File: config.mk
export PLATFORM = sky130hd
export DESIGN_NAME = alu_bus_sequencer_flat
export DESIGN_NICKNAME = d
export VERILOG_FILES = /design/src/rtl/alu_bus_pkg.sv /design/src/rtl/alu_bus_sequencer_if.sv /design/src/rtl/alu_bus_fifo.sv /design/src/rtl/alu_bus_sequencer.sv /design/src/flat_wrapper.sv
export SDC_FILE = /design/constraint.sdc
export NUM_CORES = 1
export LEC_CHECK = 0
export CORE_AREA = 2 2 75 77
export DETAILED_ROUTE_END_ITERATION = 8
export DIE_AREA = 0 0 77 79
export PLACE_DENSITY = 0.78
export SKIP_LAST_GASP = 1
export SYNTH_ARGS = -nofsm -noshare
export SYNTH_HDL_FRONTEND = slang
export SYNTH_SLANG_ARGS = --single-unit
export TNS_END_PERCENT = 5
File: constraint.sdc
create_clock -name clk -period 2.7 [get_ports clk]
set_input_delay 0.27 -clock clk [delete_from_list [all_inputs] [get_ports clk]]
set_output_delay 0.27 -clock clk [all_outputs]
set_load 0.03 [all_outputs]
File: src/rtl/alu_bus_pkg.sv
// Shared definitions for the ALU control-bus sequencer: field widths, bus
// constants, phase encoding and the request payload carried through the FIFO.
package alu_bus_pkg;

    localparam int unsigned ADDR_W = 5;
    localparam int unsigned ACT_W  = 4;

    localparam logic [ADDR_W-1:0] ADDR_ALU_B  = 5'b11000;
    localparam logic [1:0]        ADDR_ROM_HI = 2'b10;

    localparam logic [ACT_W-1:0] ACT_NONE = 4'd0;
    localparam logic [ACT_W-1:0] ACT_CPL  = 4'd1;
    localparam logic [ACT_W-1:0] ACT_CLL  = 4'd2;
    localparam logic [ACT_W-1:0] ACT_SRU  = 4'd7;

    typedef enum logic [2:0] {
        ST_IDLE,
        ST_P0,
        ST_P1,
        ST_P2,
        ST_P3
    } state_t;

    typedef struct packed {
        logic [ADDR_W-1:0] raddr;
        logic [ADDR_W-1:0] waddr;
        logic [ACT_W-1:0]  action;
    } req_t;

    // ALU ROM window decode on the read address.
    function automatic logic is_rom_addr(input logic [ADDR_W-1:0] a);
        return a[4:3] == ADDR_ROM_HI;
    endfunction

endpackage

File: src/rtl/alu_bus_sequencer_if.sv
// Request handshake plus ALU bus fields; master is the sequencer, slave is the
// control unit / decoder side.
interface alu_bus_sequencer_if;
    import alu_bus_pkg::*;

    logic              req_valid;
    logic              req_ready;
    logic [ADDR_W-1:0] req_raddr;
    logic [ADDR_W-1:0] req_waddr;
    logic [ACT_W-1:0]  req_action;
    logic              nwaitstate;
    logic [ADDR_W-1:0] raddr;
    logic [ADDR_W-1:0] waddr;
    logic [ACT_W-1:0]  action;
    logic              t34;
    logic              busy;
    logic              done;

    modport master (
        input  req_valid, req_raddr, req_waddr, req_action, nwaitstate,
        output req_ready, raddr, waddr, action, t34, busy, done
    );

    modport slave (
        output req_valid, req_raddr, req_waddr, req_action, nwaitstate,
        input  req_ready, raddr, waddr, action, t34, busy, done
    );

endinterface

File: src/rtl/alu_bus_fifo.sv
// Synchronous request FIFO; a push is refused whenever full, even if a pop
// happens on the same edge.
module alu_bus_fifo #(
    parameter  int unsigned DEPTH = 2,
    parameter  int unsigned W     = 14,
    localparam int unsigned PTR_W = $clog2(DEPTH),
    localparam int unsigned CNT_W = PTR_W + 1
) (
    input  logic             clk,
    input  logic             nreset,
    input  logic             i_push,
    input  logic [W-1:0]     i_data,
    input  logic             i_pop,
    output logic [W-1:0]     o_data_c,
    output logic             o_full,
    output logic             o_empty,
    output logic [CNT_W-1:0] o_count
);

    logic [W-1:0]     r_mem [DEPTH];
    logic [PTR_W-1:0] r_wr_ptr;
    logic [PTR_W-1:0] r_rd_ptr;
    logic [CNT_W-1:0] r_count;
    logic             r_full;
    logic             r_empty;

    logic             w_push;
    logic             w_pop;
    logic [CNT_W-1:0] w_count_nxt;

    assign w_push      = i_push && !r_full;
    assign w_pop       = i_pop && !r_empty;
    assign w_count_nxt = r_count + CNT_W'(w_push) - CNT_W'(w_pop);

    // Pointers wrap naturally because DEPTH is a power of two.
    always_ff @(posedge clk or negedge nreset) begin
        if (!nreset) begin
            r_mem    <= '{default: '0};
            r_wr_ptr <= '0;
            r_rd_ptr <= '0;
            r_count  <= '0;
            r_full   <= 1'b0;
            r_empty  <= 1'b1;
        end else begin
            if (w_push) begin
                r_mem[r_wr_ptr] <= i_data;
                r_wr_ptr        <= r_wr_ptr + PTR_W'(1);
            end
            if (w_pop) begin
                r_rd_ptr <= r_rd_ptr + PTR_W'(1);
            end
            r_count <= w_count_nxt;
            r_full  <= (w_count_nxt == CNT_W'(DEPTH));
            r_empty <= (w_count_nxt == '0);
        end
    end

    assign o_data_c = r_mem[r_rd_ptr];
    assign o_full   = r_full;
    assign o_empty  = r_empty;
    assign o_count  = r_count;

endmodule

File: src/rtl/alu_bus_sequencer.sv
// ALU control-bus initiator: buffers requests and replays each as a 4-phase
// cycle with raddr/waddr/action stable around the active-low t34 window.
module alu_bus_sequencer
    import alu_bus_pkg::*;
#(
    parameter int unsigned FIFO_DEPTH = 2
) (
    input logic              clk,
    input logic              nreset,
    alu_bus_sequencer_if.master bus
);

    localparam int unsigned CNT_W = $clog2(FIFO_DEPTH) + 1;

    state_t            r_state;
    logic [ADDR_W-1:0] r_raddr;
    logic [ADDR_W-1:0] r_waddr;
    logic [ACT_W-1:0]  r_action;
    logic              r_t34;
    logic              r_busy;
    logic              r_done;
    logic              r_req_ready;

    req_t              w_push_data;
    req_t              w_head;
    logic              w_push;
    logic              w_pop;
    logic              w_full;
    logic              w_empty;
    logic              w_idle_nxt;
    logic [CNT_W-1:0]  w_count;
    logic [CNT_W-1:0]  w_count_nxt;

    assign w_push_data = '{raddr: bus.req_raddr, waddr: bus.req_waddr, action: bus.req_action};
    assign w_push      = bus.req_valid && !w_full;
    // A new transfer may only be launched from IDLE or the hold phase.
    assign w_pop       = ((r_state == ST_IDLE) || (r_state == ST_P3)) && !w_empty;
    assign w_idle_nxt  = ((r_state == ST_IDLE) || (r_state == ST_P3)) && w_empty;
    assign w_count_nxt = w_count + CNT_W'(w_push) - CNT_W'(w_pop);

    alu_bus_fifo #(
        .DEPTH (FIFO_DEPTH),
        .W     ($bits(req_t))
    ) u_fifo (
        .clk      (clk),
        .nreset   (nreset),
        .i_push   (w_push),
        .i_data   (w_push_data),
        .i_pop    (w_pop),
        .o_data_c (w_head),
        .o_full   (w_full),
        .o_empty  (w_empty),
        .o_count  (w_count)
    );

    // Fields only move on IDLE/P3 -> P0 and P3 -> IDLE, where t34 stays high.
    always_ff @(posedge clk or negedge nreset) begin
        if (!nreset) begin
            r_state     <= ST_IDLE;
            r_raddr     <= '0;
            r_waddr     <= '0;
            r_action    <= '0;
            r_t34       <= 1'b1;
            r_busy      <= 1'b0;
            r_done      <= 1'b0;
            r_req_ready <= 1'b1;
        end else begin
            r_done <= 1'b0;
            unique case (r_state)
                ST_IDLE: begin
                    if (w_pop) begin
                        r_raddr  <= w_head.raddr;
                        r_waddr  <= w_head.waddr;
                        r_action <= w_head.action;
                        r_state  <= ST_P0;
                    end
                end
                ST_P0: begin
                    r_t34   <= 1'b0;
                    r_state <= ST_P1;
                end
                ST_P1: begin
                    r_state <= ST_P2;
                end
                ST_P2: begin
                    if (bus.nwaitstate) begin
                        r_t34   <= 1'b1;
                        r_done  <= 1'b1;
                        r_state <= ST_P3;
                    end
                end
                ST_P3: begin
                    if (w_pop) begin
                        r_raddr  <= w_head.raddr;
                        r_waddr  <= w_head.waddr;
                        r_action <= w_head.action;
                        r_state  <= ST_P0;
                    end else begin
                        r_raddr  <= '0;
                        r_waddr  <= '0;
                        r_action <= '0;
                        r_state  <= ST_IDLE;
                    end
                end
                default: begin
                    r_t34   <= 1'b1;
                    r_state <= ST_IDLE;
                end
            endcase
            r_busy      <= !w_idle_nxt || (w_count_nxt != '0);
            r_req_ready <= (w_count_nxt != CNT_W'(FIFO_DEPTH));
        end
    end

    assign bus.raddr     = r_raddr;
    assign bus.waddr     = r_waddr;
    assign bus.action    = r_action;
    assign bus.t34       = r_t34;
    assign bus.busy      = r_busy;
    assign bus.done      = r_done;
    assign bus.req_ready = r_req_ready;

endmodule

File: src/flat_wrapper.sv
// flat-port wrapper written by rule: the top's interface ports become plain ports
module alu_bus_sequencer_flat import alu_bus_pkg::*;
#(
    parameter int unsigned FIFO_DEPTH = 2
)
  (clk, nreset, bus_req_valid, bus_req_raddr, bus_req_waddr, bus_req_action, bus_nwaitstate, bus_req_ready, bus_raddr, bus_waddr, bus_action, bus_t34, bus_busy, bus_done);
  alu_bus_sequencer_if bus_i ();
  input logic clk;
  input logic nreset;
  input wire logic [$bits(bus_i.req_valid)-1:0] bus_req_valid;
  input wire logic [$bits(bus_i.req_raddr)-1:0] bus_req_raddr;
  input wire logic [$bits(bus_i.req_waddr)-1:0] bus_req_waddr;
  input wire logic [$bits(bus_i.req_action)-1:0] bus_req_action;
  input wire logic [$bits(bus_i.nwaitstate)-1:0] bus_nwaitstate;
  output wire logic [$bits(bus_i.req_ready)-1:0] bus_req_ready;
  output wire logic [$bits(bus_i.raddr)-1:0] bus_raddr;
  output wire logic [$bits(bus_i.waddr)-1:0] bus_waddr;
  output wire logic [$bits(bus_i.action)-1:0] bus_action;
  output wire logic [$bits(bus_i.t34)-1:0] bus_t34;
  output wire logic [$bits(bus_i.busy)-1:0] bus_busy;
  output wire logic [$bits(bus_i.done)-1:0] bus_done;
  assign bus_i.req_valid = bus_req_valid;
  assign bus_i.req_raddr = bus_req_raddr;
  assign bus_i.req_waddr = bus_req_waddr;
  assign bus_i.req_action = bus_req_action;
  assign bus_i.nwaitstate = bus_nwaitstate;
  assign bus_req_ready = bus_i.req_ready;
  assign bus_raddr = bus_i.raddr;
  assign bus_waddr = bus_i.waddr;
  assign bus_action = bus_i.action;
  assign bus_t34 = bus_i.t34;
  assign bus_busy = bus_i.busy;
  assign bus_done = bus_i.done;
  alu_bus_sequencer #(.FIFO_DEPTH(FIFO_DEPTH)) u_core (.clk(clk), .nreset(nreset), .bus(bus_i));
endmodule
==> flow_summary_export.csv, run 1 <==
group,metric,value,unit
outcome,status,"completed",
final_layout,post-route-util,52.67,%
global_routing,track_usage,14.58,%
final_layout,nets,209,
global_routing,grt_overflow,0,
final_layout,drive_gt1_share,25.40,%
global_routing,grt.busiest_layer,"met2",
detailed_routing,viasPerCell,4.954,
synthesis,synth.yosys.seq_area_share,59.69,%
detailed_routing,via_count,1293,
placement,gp_congestion,0.7601,
floorplanning,die-height,79,µm
sta,slew_headroom,44.34,%
clocking,cts_buffer_depth,2,
final_layout,final_cell_mix,"dfrtp_1 (52), clkdlybuf4s50_1 (34), mux2_2 (19)",
synthesis,syn_nets,171,
floorplanning,core_area,5338,µm²
sta,worstMarginPinSlew,0.8349,ns
detailed_routing,drt_iter0_markers,43,
floorplanning,initial_utilization,43.32,%
clocking,clk_pin_slew_worst_paths,0.09,ns
sta,fin_skew,0.005134,ns
clocking,htreeDepth,2,
clocking,cts-root-buf,"clkbuf_8",
synthesis,synthCells,150,
global_routing,use_met1,19.52,%
sta,hold_viol_final,0,
synthesis,syn_avg_cell_area,15.41,µm²
final_layout,areaGrowthSynthToFinish,21.59,%
detailed_routing,drc,0,
job,cap_violations,0,
sta,drv_slew,0,
floorplanning,num_rows,27,
sta,clock.fmax,487.9,MHz
worst_setup_path,critPathCaptureType,"register",
global_routing,grtUsageMet2,22.98,%
clocking,cts_buffers,5,
power_and_ir_drop,leakage,1.227,nW
global_routing,first_global_vias,1363,
synthesis,syn_area,2312,µm²
worst_setup_path,critPathKind,"reg -> reg",
floorplanning,die_x,77,µm
sta,setup-violations-final,0,
global_routing,antenna_found_initial,0,
worst_setup_path,ff2ff_setup_slack,0.65,ns
sta,rsz0062_at_grt,"false",
global_routing,use_met3,2.841,%
synthesis,yosysUniqueCellTypes,29,
min_path,holdCritPathClass,"in -> async",
placement,portBuffers,35,
worst_setup_path,critPathRequiredTime,2.94,ns
detailed_routing,routed_wl,4007,µm
clocking,cts.sinks,55,
clocking,insertion_delay,0.30,ns
synthesis,synth_seq_cells,55,
detailed_routing,wl_per_cell,15.35,µm
detailed_routing,dr.pass1.iters,4,
sta,fin_crit_sh,75.91,%
sta,setup_tns,0,ns
worst_setup_path,crit_fanout,18,
worst_setup_path,setup.worst_path.start_class,"register",
power_and_ir_drop,ir_drop,610.3,µV
synthesis,ys_warn_count,0,
global_routing,grt_pass1_wl,6727,µm
floorplanning,pin_count,36,
final_layout,diodes,0,
power_and_ir_drop,p_per_area,1271,nW/µm²
worst_setup_path,arrival,2.29,ns
global_routing,grt_max_degree,35,
clocking,cts_tree,"yes",
sta,fin_crit,2.050,ns
detailed_routing,postRouteAntennaNets,0,
placement,place_hpwl,2726,µm
floorplanning,dieArea,6083,µm²
final_layout,final_common_cell,"dfrtp_1",
[metrics by stage]
step	area, µm²	hold slack (ns)	setup slack [ns]	power (mW)	std cells
2_1_floorplan	2312	-0.02559	0.7318	2.672	150
3_3_place_gp	2701	0.2678	0.7025	3.070	252
3_5_place_dp	2701	0.2674	0.6464	3.119	252
4_1_cts	2811	0.4848	0.6260	3.613	261
5_1_grt	2811	0.5121	0.4247	3.809	261
6_report	2811	0.4619	0.6504	3.573	261
[final timing paths]
check	end	start	depth (start not counted)
setup / recovery	u_core.u_fifo.o_full$_DFF_PN0_	u_core.u_fifo.o_empty$_DFF_PN1_	9
min in group clk	u_core.bus.busy$_DFF_PN0_	u_core.u_fifo.o_empty$_DFF_PN1_	1
setup reg to reg	u_core.u_fifo.o_full$_DFF_PN0_	u_core.u_fifo.o_empty$_DFF_PN1_	9
hold / removal	u_core.u_fifo.r_mem[10]$_DFFE_PN0P_	nreset	2
max in group asynchronous	u_core.u_fifo.r_mem[5]$_DFFE_PN0P_	nreset	3
hold reg to reg	u_core.bus.busy$_DFF_PN0_	u_core.u_fifo.o_empty$_DFF_PN1_	1
[Yosys cell counts]
master | count | area share, %
nor2_1 | 1 | 0.16
mux2_4 | 10 | 6.5
nand4b_1 | 1 | 0.38
buf_6 | 1 | 0.49
buf_2 | 3 | 0.65
dfrtp_1 | 52 | 56
buf_4 | 1 | 0.32
dfstp_2 | 3 | 3.4
nor2b_1 | 3 | 0.81
ha_1 | 3 | 1.6
nand2_4 | 1 | 0.49
o21ai_2 | 1 | 0.38
mux2_2 | 19 | 9.3
and2_1 | 1 | 0.27
nor2_2 | 1 | 0.27
nor2_4 | 1 | 0.49
buf_12 | 1 | 0.87
nand2_2 | 1 | 0.27
nor4_1 | 1 | 0.27
nand2b_1 | 2 | 0.54
inv_1 | 3 | 0.49
mux2i_1 | 14 | 6.1
o21ai_0 | 1 | 0.22
o32a_1 | 1 | 0.43
nand2b_4 | 1 | 0.60
o2bb2ai_1 | 14 | 5.3
xnor2_1 | 7 | 2.7
a211oi_1 | 1 | 0.32
clkinv_2 | 1 | 0.22
[what timing repair did]
item                                   4_1_cts  5_1_grt
setup buffers                                0        0
endpoints found under the hold margin       18        0
hold buffers                                 1        0
resized for setup                            0        0
[sequential cells by signal (all words and copies together) (netlist names)]
register,cells
u_core.bus.done,1
u_core.u_fifo.o_empty,1
u_core.bus.busy,1
u_core.bus.t34,1
u_core.u_fifo.r_rd_ptr,1
u_core.bus.raddr,5
u_core.r_state,3
u_core.bus.action,4
u_core.bus.req_ready,1
u_core.u_fifo.o_count,2
u_core.u_fifo.r_wr_ptr,1
u_core.bus.waddr,5
u_core.u_fifo.o_full,1
u_core.u_fifo.r_mem,28
[cell type report]
cell class,count,area [µm²]
clock buffer,8,100.1
fill,481,2526
inverter,4,16.27
multi-input combinational,85,862.1
sequential,55,1380
tap,72,90.09
timing repair buffer,37,362.8
[worst max-delay path, cell delays in order (launching register included)]
cell	delay [ns]
dfstp_2	0.55
inv_1	0.07
nand2_2	0.28
inv_1	0.09
ha_1	0.28
inv_1	0.04
ha_1	0.19
xnor2_1	0.13
xnor2_1	0.21
nor2b_1	0.15
[kinds of logic after synthesis]
family,count (synthesis),share of synthesized area [%]
xor+xnor,7,2.652
mux,43,21.81
buf+inv,10,3.030
flops,55,59.69
simple gates,14,4.546
compound gates,18,6.656
fa+ha+maj,3,1.624
[metal layers]
| layer | vias to the layer above | wire length (µm) | part of all wire (%) |
|---|---|---|---|
| met5 | - | 0 | 0 |
| met4 | 0 | 61 | 1.5 |
| met3 | 4 | 103 | 2.6 |
| met2 | 19 | 1987 | 50 |
| met1 | 662 | 1855 | 46 |
| li1 | 608 | - | - |
[report_power, final]
| part | switching [mW] | total [mW] | internal (mW) |
|---|---|---|---|
| Clock | 0.249 | 0.484 | 0.235 |
| Sequential | 0.314 | 1.56 | 1.24 |
| Combinational | 0.701 | 1.53 | 0.832 |
| Total | 1.26 | 3.57 | 2.31 |
Note: power is estimated with default switching activity, not from simulation.
==> inputs of run 2 (changes only) <==
Settings changed: PLACE_DENSITY 0.78 to 0.81.
Clock period 2.7 ns to 1.7 ns, I/O delays scaled along.
==> flow_summary_export.csv, run 2 (same netlist as run 1, synthesis figures left out) <==
group,metric,value,unit
outcome,status,"finished, violations left",
outcome,failed_checks,"negative setup slack",
floorplanning,die_x,77,µm
min_path,holdCritPathClass,"in -> async",
placement,portBuffers,35,
detailed_routing,wl_per_cell,15.54,µm
final_layout,final_cell_mix,"dfrtp_1 (52), clkdlybuf4s50_1 (34), mux2_2 (19)",
detailed_routing,drc,0,
floorplanning,die-height,79,µm
global_routing,grt_pass1_wl,7300,µm
worst_setup_path,critPathCaptureType,"register",
final_layout,final_common_cell,"dfrtp_1",
power_and_ir_drop,netSwitchingPower,2.160,mW
worst_setup_path,crit_end,"u_core.u_fifo.o_full$_DFF_PN0_",
power_and_ir_drop,power.share.combinational,49.7,%
final_layout,drive_gt1_share,33.50,%
power_and_ir_drop,p_int,3.929,mW
worst_setup_path,critPathRequiredTime,1.93,ns
placement,place_ws,-0.1369,ns
global_routing,track_usage,15.42,%
power_and_ir_drop,ir_drop,1107,µV
final_layout,nets,223,
global_routing,grt_max_degree,29,
sta,setup_tns,-0.01455,ns
power_and_ir_drop,sw_frac_of_total,35.47,%
floorplanning,initial_utilization,43.32,%
sta,hold_viol_final,0,
sta,finalHoldWorstSlack,0.4065,ns
worst_setup_path,critPathKind,"reg -> reg",
worst_setup_path,setup.worst_path.start_class,"register",
worst_setup_path,worstReg2RegEnd,"u_core.u_fifo.o_full$_DFF_PN0_",
worst_setup_path,crit_start,"u_core.u_fifo.o_empty$_DFF_PN1_",
clocking,cts_buffer_depth,2,
power_and_ir_drop,power,6.089,mW
power_and_ir_drop,leakage,1.297,nW
clocking,insertion_delay,0.30,ns
sta,setup-violations-final,1,
detailed_routing,dr.pass1.iters,4,
worst_setup_path,crit_fanout,3,
final_layout,diodes,0,
sta,slew_headroom,75.66,%
job,cap_violations,0,
detailed_routing,routed_wl,4273,µm
clocking,cts-root-buf,"clkbuf_8",
final_layout,fin_cells,275,
sta,worstMarginPinSlew,0.3651,ns
worst_setup_path,arrival,1.95,ns
power_and_ir_drop,p_seq_share,39.0,%
power_and_ir_drop,p_per_area,2047,nW/µm²
clocking,cts.sinks,55,
floorplanning,pin_count,36,
global_routing,grt_overflow,0,
sta,drv_slew,0,
placement,gp_congestion,0.7122,
detailed_routing,viasPerCell,4.873,
final_layout,top_register,"u_core.u_fifo.r_mem",
worst_setup_path,r2r_cells,9,
sta,rsz0062_at_grt,"true",
detailed_routing,drt_iter0_markers,87,
worst_setup_path,ff2ff_setup_slack,-0.01,ns
final_layout,post-route-util,55.74,%
floorplanning,core_area,5338,µm²
floorplanning,dieArea,6083,µm²
final_layout,largest_reg_flops,28,
clocking,cts_buffers,5,
clocking,htreeDepth,2,
sta,final.setup.worst_slack,-0.01455,ns
clocking,cts_tree,"yes",
placement,dpl.cell_count,263,
sta,fin_crit_sh,100.9,%
sta,fin_crit,1.715,ns
global_routing,antenna_found_initial,0,
sta,fin_skew,0.009392,ns
final_layout,stdcell_area,2975,µm²
detailed_routing,via_count,1340,
global_routing,first_global_vias,1458,
sta,clock.fmax,583.2,MHz
worst_setup_path,rr_startpoint,"u_core.u_fifo.o_empty$_DFF_PN1_",
power_and_ir_drop,power_frac_clock,11.3,%
clocking,clk_pin_slew_worst_paths,0.09,ns
placement,place_hpwl,2886,µm
placement,dpl_cell_area,2841,µm²
detailed_routing,postRouteAntennaNets,0,
floorplanning,num_rows,27,
final_layout,areaGrowthSynthToFinish,28.68,%
## run 2: cell types whose count changed in the layout (fill, tap and decap cells not counted), moves of 2 or more
cell      previous run  this run
buf_4                1        14
ha_1                 3         1
xnor2_1              7         5
inv_2                0         2
clkbuf_8             7         5
clkbuf_1             1         3
ha_4                 0         2
inv_1                3         0
## run 2: worst min-delay path by stage
| stage | cells after the start | slack (ns) | endpoint |
|---|---|---|---|
| 2_1_floorplan | 0 | -0.13 | u_core.bus.action[0]$_DFFE_PN0P_ |
| 3_3_place_gp | 2 | 0.20 | u_core.u_fifo.r_wr_ptr$_DFFE_PN0P_ |
| 3_5_place_dp | 2 | 0.21 | u_core.u_fifo.r_mem[23]$_DFFE_PN0P_ |
| 4_1_cts | 3 | 0.41 | u_core.u_fifo.r_mem[23]$_DFFE_PN0P_ |
| 5_1_grt | 3 | 0.46 | u_core.u_fifo.r_mem[25]$_DFFE_PN0P_ |
| 6_report | 3 | 0.41 | u_core.u_fifo.r_mem[3]$_DFFE_PN0P_ |
## run 2: timing repair
action / 4_1_cts / 5_1_grt
resized for setup: 3 / 0
pin swaps: 2 / 1
setup endpoints to repair: 1 / 4
buffers inserted: 1 / 2
hold buffers: 1 / 0
endpoints found under the hold margin: 52 / 0
## run 2: area by class of cell
type | count | area [µm²]
Fill cell | 478 | 2362
Sequential cell | 55 | 1380
Multi-Input combinational cell | 85 | 925.9
Timing Repair Buffer | 51 | 480.5
Tap cell | 72 | 90.09
Clock buffer | 8 | 80.08
Inverter | 4 | 18.77
## run 2: per-layer routing
layer | track usage [%] | part of all wire [%] | wire (µm)
met1 | 20.94 | 48 | 2063
met2 | 24.65 | 47 | 1992
met5 | 0 | 0 | 0
met3 | 2.500 | 3.4 | 145
met4 | 6.786 | 1.7 | 72
## run 2: critical path, stage by stage (launching register included)
cell     delay [ns]
dfstp_2        0.55
inv_2          0.05
nand2_4        0.07
inv_4          0.04
ha_4           0.25
inv_2          0.04
ha_4           0.16
xnor2_4        0.13
xnor2_2        0.19
nor2b_2        0.17
## run 2: power groups by stage
stage | logic, mW | clock network [mW] | registers, mW
global route | 3.25 | 0.760 | 2.46
finish | 3.03 | 0.691 | 2.37
detailed placement | 2.88 | 0 | 2.39
floorplan | 1.71 | 0 | 2.67
CTS | 3.00 | 0.711 | 2.38
global placement | 2.81 | 0 | 2.36
==> inputs of run 3 (changes only) <==
Settings changed: CTS_CLUSTER_DIAMETER set to 120.
==> results of run 3 <==
Final layout, timing and power as in run 2 (identical DEF).
